## config.mk

```make
export PLATFORM = sky130hd
export DESIGN_NAME = clusterv_sram_rd_pipe
export DESIGN_NICKNAME = d
export VERILOG_FILES = /design/src/rtl/clusterv_sram_rd_pipe.sv
export SDC_FILE = /design/constraint.sdc
export NUM_CORES = 1
export LEC_CHECK = 0
export ABC_AREA = 1
export CAP_MARGIN = 15
export CORE_MARGIN = 8
export CORE_UTILIZATION = 35
export CTS_CLUSTER_DIAMETER = 50
export DETAILED_ROUTE_END_ITERATION = 10
export PLACE_DENSITY = 0.72
export SETUP_SLACK_MARGIN = 0.1
export SLEW_MARGIN = 0
export SYNTH_ARGS = -nofsm -noshare
export SYNTH_HDL_FRONTEND = slang
export SYNTH_SLANG_ARGS = --single-unit
```

## constraint.sdc

```tcl
create_clock -name clock -period 1.2 [get_ports clock]
set_input_delay 0.18 -clock clock [delete_from_list [all_inputs] [get_ports clock]]
set_output_delay 0.18 -clock clock [all_outputs]
set_load 0.005 [all_outputs]
```

## src/rtl/clusterv_sram_rd_pipe.sv

```systemverilog
// Per-port read delay line: RD_LATENCY stages of {valid, data}; the last data
// stage doubles as the output register and holds the last valid word.
module clusterv_sram_rd_pipe #(
  parameter int DAT_WIDTH  = 32,
  parameter int RD_LATENCY = 1
) (
  input  logic                 clock,
  input  logic                 reset,
  input  logic                 in_valid,
  input  logic [DAT_WIDTH-1:0] in_data,
  output logic                 out_valid,
  output logic [DAT_WIDTH-1:0] out_data
);

  logic [RD_LATENCY:1]                vld_pipe;
  logic [RD_LATENCY:1][DAT_WIDTH-1:0] dat_pipe;
  // Element k is the value feeding stage k+1.
  logic [RD_LATENCY-1:0]                vld_in;
  logic [RD_LATENCY-1:0][DAT_WIDTH-1:0] dat_in;

  always_comb begin
    vld_in    = '0;
    dat_in    = '0;
    vld_in[0] = in_valid;
    dat_in[0] = in_data;
    for (int k = 1; k < RD_LATENCY; k++) begin
      vld_in[k] = vld_pipe[k];
      dat_in[k] = dat_pipe[k];
    end
  end

  always_ff @(posedge clock) begin
    for (int k = 1; k < RD_LATENCY; k++)
      dat_pipe[k] <= dat_in[k-1];
    if (reset) begin
      vld_pipe             <= '0;
      dat_pipe[RD_LATENCY] <= '0;
    end else begin
      vld_pipe <= vld_in;
      if (vld_in[RD_LATENCY-1])
        dat_pipe[RD_LATENCY] <= dat_in[RD_LATENCY-1];
    end
  end

  assign out_valid = vld_pipe[RD_LATENCY];
  assign out_data  = dat_pipe[RD_LATENCY];

endmodule

```

# Word-level counts from Yosys, hierarchy flattened
# Index checks and enable logic that the tools add are counted.
# word_totals
register_bits	33
word_cells	2
out_inout_bits	33

# Logic depth before layout (Yosys ltp)
# Gate-level depths: netlist of the first run.
# depth
depth_word	0
depth_mapped	5
depth_no_buf	4

# Worst setup path after synthesis of the first run
# OpenSTA, ideal clock, no wires.
# synth_path
path_kind	input port to flip-flop
start	input port in_valid
end	register dat_pipe, in the netlist out_data[12]
cell_stages	4
required_ns	1.087
path_buffers	2
setup_slack_ns	0.463
arrival_ns	0.624
path_cell_list	buf_4 -> buf_4 -> nor2_1 -> nor2_1
# synth_lines
item	line_no	text
start, declared	9	input logic in_valid,
end signal, assigned by index	34	dat_pipe[k] <= dat_in[k-1];
end signal, assigned by index	41	dat_pipe[RD_LATENCY] <= dat_in[RD_LATENCY-1];
end, declared	16	logic [RD_LATENCY:1][DAT_WIDTH-1:0] dat_pipe;

# Final worst setup path of the first run
# layout_path
start	register dat_pipe, in the netlist out_data[12]
end	output port out_data[12]
# layout_lines
item	line_no	text
end, declared	12	output logic [DAT_WIDTH-1:0] out_data
# No word-level cell between the ends.

==> metrics.txt, run 1 <==
worst hold stages 3; data arrival time of the worst path 0.87 ns; CTS sink count 33; DP Area 2060 um^2; Crit Path Class register to output port; die area 6110 um^2; CP top delay family flip-flops; max-slew violations 0; Cell Pwr Density 1260 nW/um^2; pin count of the biggest net entering global routing 34; port bufs 67; critical path's slowest cell dfxtp_1; share of cells above drive strength 1 4.38%; peak supply drop 0.646 mV; clk_lat worst skew 0.27 ns; Cell Area, Synth 1350 um^2; crit share post-route 87.2%; Worst Setup End Kind output port; crit path cell chain dlygate4sd2_1; startpoint types register; Detailed Route WL 3.25 mm; DRT Pass-1 Iters 5; Avg Inst Size Synth 6.57 um^2; Max Cap Viol 0; via count 1270; Die H 78.2 um; Largest stage delay, worst path 0.33 ns; Final Instance Area 2140 um^2; number of global-route vias before repair 1158; Mapped Cells 206; Fmax 0.955 GHz; worst r2r path cells 2; CTS clk-pin slew, worst paths 0.07 ns; synthesized flop and latch total 33; Worst Tran Pin Value 0.218 ns; Unique masters post-synth 7; initial antenna violation count 0; run status completed; nets 308; final worst path period need 1.05 ns; die width 78.2 um; cts hold-fix bufs 0; Core Rows 22; final hold slack 0.226 ns; total grt overflow 0; yosys warns 0; final hold violation count 0; wire length per cell 10.1 um; first-iteration detailed-routing DRC count 92; I/O pins 68; clock skew 0 ns; core area 3690 um^2; H-Tree Depth 2; sequential area share after synthesis 48.8%; Non-Filler Instances 322; # diodes 0; CP required 1.02 ns; critical path depth 1; Leak 1.20 nW; hold crit path type primary input to register; register area 662 um^2; Area Overhead vs Synth 57.9%; Core Util, Final 57.9%; number of buffers created by CTS 5; DRT antenna net count 0; DRC 0; GP Congestion 0.671; unrepaired setup endpoints after global routing false; Buf+Inv Stages, Crit Path 1; multi-input logic area 484 um^2; Starting Density 36.7%; filler cell count 391; detailed placement HPWL 2.37 mm; first-pass GRT wire length 5.28 mm; placed cells 314; CTS tree yes; Post-Syn Nets 241; Slew headroom 85.5%; root buffer cell clkbuf_8; setup total negative slack 0 ns; Global Route Usage Sum 10.6%; Vias per Instance 3.94; Final setup viols 0; Clock Path Buffers 2; crit-path max FO 2
==> routing by layer <==
metal  part of all wire [%]  track usage (%)  routed length, um
met1                     43             11.0               1390
met2                     45             16.7               1470
met3                     11             5.92                348
met4                    1.3             5.56                 42
met5                      0                0                  0
==> placed cells by master (no fill, tap or decap) <==
cell,n
nor2_1,65
nand2_1,64
inv_1,34
clkdlybuf4s50_1,33
dfxtp_1,32
dlygate4sd2_1,32
clkbuf_8,6
buf_12,3
bufinv_16,1
clkbuf_1,1
buf_2,1
dfxtp_2,1
clkdlybuf4s15_1,1
==> per-stage QoR <==
stage          setup slack, ns  power [mW]
2_1_floorplan            0.463        1.42
3_3_place_gp            0.0922        1.71
3_5_place_dp            0.0600        1.72
4_1_cts                  0.134        2.74
5_1_grt                  0.104        2.84
6_report                 0.153        2.69
==> report_power, final <==
part	leakage (nW)	internal (mW)	switching (mW)	total [mW]
sequential	0.275	1.17	0.0319	1.20
clock	0.0585	0.677	0.387	1.06
combinational	0.866	0.246	0.179	0.426
==> state kept, by name, indices dropped and copies added, names as in the netlist <==
name	count
out_valid	1
out_data	32
==> layout make-up <==
| cell class | count | area share [%] |
|---|---|---|
| multi-input cells | 129 | 22.7 |
| clock buffers | 7 | 4.04 |
| flip-flops and latches | 33 | 31.0 |
| inverters | 34 | 5.98 |
| well taps | 48 | 2.81 |
| repair buffers | 70 | 32.1 |
| clock inverters | 1 | 1.41 |
==> worst paths after layout <==
check / start / endpoint / slack [ns]
max: out_data[12] / out_data[12] / 0.15
min: in_valid / out_valid / 0.23
max reg2reg: out_data[13] / out_data[13] / 0.64
min reg2reg: out_data[26] / out_data[26] / 0.47
==> synthesized netlist by cell type <==
cell	instances	area (um^2)
buf_2	4	20.0
inv_1	34	128
nor2_1	65	244
nand2_1	64	240
buf_6	4	45.0
dfxtp_1	33	661
buf_4	2	15.0
==> logic make-up (layout without fill, tap and decap cells) <==
group	count (synthesis)	in the layout	synth area share (%)
buffers and inverters	44	112	15.4
flip-flops	33	33	48.8
AND/OR/NAND/NOR	129	129	35.8
==> what timing repair did <==
item | 4_1_cts | 5_1_grt
setup buffers | 0 | 0
resized for setup | 34 | 1
hold endpoints to repair | 0 | 0
setup endpoints to repair | 33 | 1
(Power assumes the default switching activity.)
==> run 2: changes to the inputs <==
--- a/config.mk
+++ b/config.mk
@@ -6,7 +6,6 @@
 export NUM_CORES = 1
 export LEC_CHECK = 0
 export ABC_AREA = 1
-export CAP_MARGIN = 15
 export CORE_MARGIN = 8
 export CORE_UTILIZATION = 35
 export CTS_CLUSTER_DIAMETER = 50
==> results of run 2 <==
Same layout as run 1: the final DEF is identical, and so are final timing and power.
==> run 3: changes to the inputs <==
--- a/config.mk
+++ b/config.mk
@@ -10,7 +10,7 @@
 export CORE_UTILIZATION = 35
 export CTS_CLUSTER_DIAMETER = 50
 export DETAILED_ROUTE_END_ITERATION = 10
-export PLACE_DENSITY = 0.72
+export PLACE_DENSITY = 0.78
 export SETUP_SLACK_MARGIN = 0.1
 export SLEW_MARGIN = 0
 export SYNTH_ARGS = -nofsm -noshare
==> run 3 against run 2 <==
Effect of this change: setup slack gained 0.0081 ns; non-clock buffer count shrank 1; utilization shrank 1.6 points; cell count shrank 0.31%; global-route usage shrank 0.49 points; largest power group unchanged; sequential power is essentially flat; clock-buffer cell count grew 1; first-iteration DRC count shrank 49%; register-to-register slack is essentially flat; total power shrank 11%; routed wire length shrank 4.2%.
==> metrics.txt, run 3 (synthesis gave the netlist of run 1 again) <==
crit share post-route 86.5% (-0.68 points); Crit Path Class register to output port; first-iteration detailed-routing DRC count 47 (-49%); CP required 1.02 ns (about the same); Clock Path Buffers 2 (unchanged); H-Tree Depth 2 (unchanged); clk_lat worst skew 0.28 ns (about the same); CTS tree yes; run status completed; first-pass GRT wire length 4.93 mm (-6.7%); Cell Pwr Density 1150 nW/um^2 (-8.7%); commonest cells after routing, fill and taps aside 65 x nor2_1, 64 x nand2_1, 34 x inv_1; Final setup viols 0 (unchanged); Worst Setup End Kind output port; Global Route Usage Sum 10.1% (-0.49 points); startpoint types register; DRT Pass-1 Iters 4 (-1); number of global-route vias before repair 1119 (-3.4%); crit-path max FO 2 (unchanged); Largest stage delay, worst path 0.33 ns (about the same); final setup margin 0.162 ns (+0.00814 ns); core area 3690 um^2 (unchanged); hold crit path type primary input to register; Worst Tran Pin Value 0.259 ns (+0.0406 ns); Leak 1.17 nW (-2.2%); crit path cell chain dlygate4sd2_1; I/O pins 68 (unchanged); max-slew violations 0 (unchanged); DRT antenna net count 0 (unchanged); CTS clk-pin slew, worst paths 0.06 ns (about the same); die width 78.2 um (unchanged); total grt overflow 0 (unchanged); Buf+Inv Stages, Crit Path 1 (unchanged); die area 6110 um^2 (unchanged); DRC 0 (unchanged); Starting Density 36.7% (unchanged); Area Overhead vs Synth 53.6%; initial antenna violation count 0 (unchanged); # diodes 0 (unchanged); power after layout 2.39 mW (-11%); Fmax 0.963 GHz (+0.78%); postcts setup bufs 0 (unchanged); GP Congestion 0.729 (+8.6%); port bufs 67 (unchanged); worst slack at placement 0.0579 ns (-0.00207 ns); Core Rows 22 (unchanged); detailed placement HPWL 2.24 mm (-5.5%); max FFs per register 32 (unchanged); pin count of the biggest net entering global routing 66 (+94%); via count 1255 (-1.2%); Die H 78.2 um (unchanged); wire length per cell 9.69 um (-3.9%); unrepaired setup endpoints after global routing false; root buffer cell clkbuf_8; most common cell after layout, fill and taps aside nor2_1; setup total negative slack 0 ns (unchanged); final hold violation count 0 (unchanged); share of cells above drive strength 1 2.93% (-1.4 points); final worst path period need 1.04 ns (-0.00814 ns); Slew headroom 82.7% (-2.7 points); number of buffers created by CTS 5 (unchanged); Detailed Route WL 3.11 mm (-4.2%); Core Util, Final 56.3% (-1.6 points); critical path's slowest cell dfxtp_1; nets 307 (-0.32%); Max Cap Viol 0 (unchanged); clock skew 0 ns (unchanged); CTS sink count 33 (unchanged); Final Instance Area 2080 um^2 (-2.8%); CP top delay family flip-flops; peak supply drop 0.613 mV (-5.0%); data arrival time of the worst path 0.86 ns (about the same); Vias per Instance 3.91 (-0.87%); DP Area 2040 um^2 (-0.97%)
run 3: cell count changes in the layout (fill, tap and decap cells not counted), sizes merged:
| cell | previous run | this run |
|---|---|---|
| buf | 4 | 3 |
| clkdlybuf4s15 | 1 | 0 |
| clkbuf | 7 | 8 |
| dlygate4sd2 | 32 | 33 |
| bufinv | 1 | 0 |
run 3: area by class of cell:
class	instances	area, um^2
timing repair buffer	69	664
sequential	33	661
tap	48	60.1
inverter	34	128
clock buffer	8	80.1
multi-input combinational	129	484
fill	395	1610
run 3: final timing paths:
kind	cells past startpoint	end	slack, ns	from
worst max-delay path	1	out_data[6]	0.16	out_data[6]
worst min-delay path	4	out_valid	0.36	in_valid
worst max register to register	2	out_data[10]	0.64	out_data[10]
worst min register to register	2	out_data[14]	0.46	out_data[14]
run 3: per-layer routing:
layer,share of wire (%),wire (um),global-route usage [%]
met5,0,0,0
met2,46,1420,16.9
met4,1.4,44,6.11
met3,11,338,5.69
met1,42,1310,9.39
run 3: per-stage QoR:
stage,hold slack [ns],cells
after floorplan,0.251,206
after global placement,0.457,313
after detailed placement,0.461,313
after CTS,0.370,321
after global routing,0.379,321
final,0.355,321
run 3: what timing repair did:
item | CTS | global route
hold buffers | 0 | 0
gates resized for setup | 33 | 0
endpoints found under the setup margin | 33 | 0
run 3: power by group:
part           switching (mW)  internal, mW
Sequential             0.0324          1.17
Combinational           0.174         0.239
Clock                   0.363         0.411
Total                   0.569          1.82
==> variant, RTL diff (flow settings as in run 2) <==
Set the parameter `DAT_WIDTH` to 16 (it was 32).
--- a/src/rtl/clusterv_sram_rd_pipe.sv
+++ b/src/rtl/clusterv_sram_rd_pipe.sv
@@ -3,3 +3,3 @@
 module clusterv_sram_rd_pipe #(
-  parameter int DAT_WIDTH  = 32,
+  parameter int DAT_WIDTH  = 16,
   parameter int RD_LATENCY = 1
Interface: changed (resized in_data and out_data); port bits go from 68 to 36. No check against the original RTL was run, so the function may have changed too.
==> variant against run 2 <==
Design area is 47% lower; total power is 57% lower; sequential cell count shrank 16; sequential power fell by 48%; non-clock buffer count down 34; area after synthesis down 43%; setup slack worse by 0.0049 ns; wire length fell by 49%; critical path type unchanged; critical endpoint is now out_data[5]; largest cell class is now flip-flops and latches.
==> variant: results (changes against run 2) <==
Largest register FFs=16 (-50%); crit path from=out_data[5]$_SDFFE_PP0P_; Synth Warn #=0 (unchanged); Worst Tran Pin Value=0.256 ns (+0.0381 ns); all-layer global routing usage=8.50% (-2.1 points); Syn Inst Count=105 (-49%); Clock Latency Late Sink=0.28 ns; Leak=0.603 nW (-50%); final net count=160 (-48%); Worst Hold Launch=reset; Fill cells=228 (-42%); placed cell areas=0.00111 sq mm (-46%); Hold Path Stages=2 (-1); Post-synth top cells=23 x nor2_1, 22 x nand2_1, 17 x dfxtp_1, 17 x inv_1; DR vias/cell=3.93 (-0.39%); CP peak stage delay=0.35 ns (+0.02 ns); antenna cells=0 (unchanged); fin crit share=87.6% (+0.40 points); post-synthesis sequential area ratio=44.4% (-4.5 points); number of global-route vias before repair=632 (-45%); CP endpoint=out_data[5]; CTS root buf=clkbuf_4; syn nets=124 (-49%); Area contributors post-synth=dfxtp_1 44%, nor2_1 11%, nand2_1 11%; Pre-antenna DRT Iters=4 (-1); WHS=0.469 ns (+0.243 ns); post-DP HPWL=1280 um (-46%); Post-Place Setup Slack=0.0146 ns (-0.0454 ns); Synth cell types=11 (+4); status=finished clean; share of the core filled with cells=52.3% (-5.6 points); maximum root-to-sink buffer count=2 (unchanged); clock-pin slew on the worst setup and hold paths=0.09 ns (+0.02 ns); pin count of the biggest net entering global routing=34 (unchanged); Worst VDD drop=0.586 mV (-9.3%); internal reg-to-reg setup slack=0.61 ns (-0.03 ns); number of port buffers=35 (-48%); peak fanout along the critical path=2 (unchanged); Crit Reg-Reg Startpoint=out_data[7]$_SDFFE_PP0P_; xor/xnor share of the synthesized area=0% (unchanged); DRT iter0 DRCs=4 (-96%); layout cells sized above 1=24.3% (+20 points); H-tree levels=1 (-1); Post-CTS Setup Bufs=0 (unchanged); worst min-delay path class=in -> reg; WL/cell=9.82 um (-2.6%); worst flop-to-flop path endpoint=out_data[7]$_SDFFE_PP0P_; first-pass GRT wire length=2800 um (-47%); CTS buffer count=3 (-2); routability cong.=0.694 (+3.4%); routed vias=660 (-48%)
variant: cell types whose count changed after synthesis, moves of 2 or more:
cell	before	now
nor2_1	65	23
buf_6	4	2
nor2_2	0	10
inv_1	34	17
nand2_1	64	22
buf_2	4	0
dfxtp_1	33	17
nand2_2	0	10
variant: routing by layer:
layer | vias to the layer above | GRT usage [%] | wire [um]
met3 | 2 | 2.69 | 104
met4 | 0 | 5.13 | 7
met2 | 21 | 13.5 | 805
met5 | - | 0 | 0
met1 | 275 | 9.73 | 732
li1 | 362 | - | -
variant: area by class of cell:
type	instances	share of cell area, %
Clock buffer	4	2.34
Tap cell	28	3.12
Inverter	18	6.01
Timing Repair Buffer	36	31.1
Sequential cell	17	31.3
Multi-Input combinational cell	65	26.2
variant: repair_timing:
action | 4_1_cts | 5_1_grt
resized for setup | 25 | 1
endpoints found under the setup margin | 17 | 1
pin swaps | 0 | 0
hold buffers | 0 | 0
variant: where the power goes:
group          internal, mW  switching (mW)
combinational         0.132           0.101
clock                 0.129           0.165
sequential            0.607          0.0182
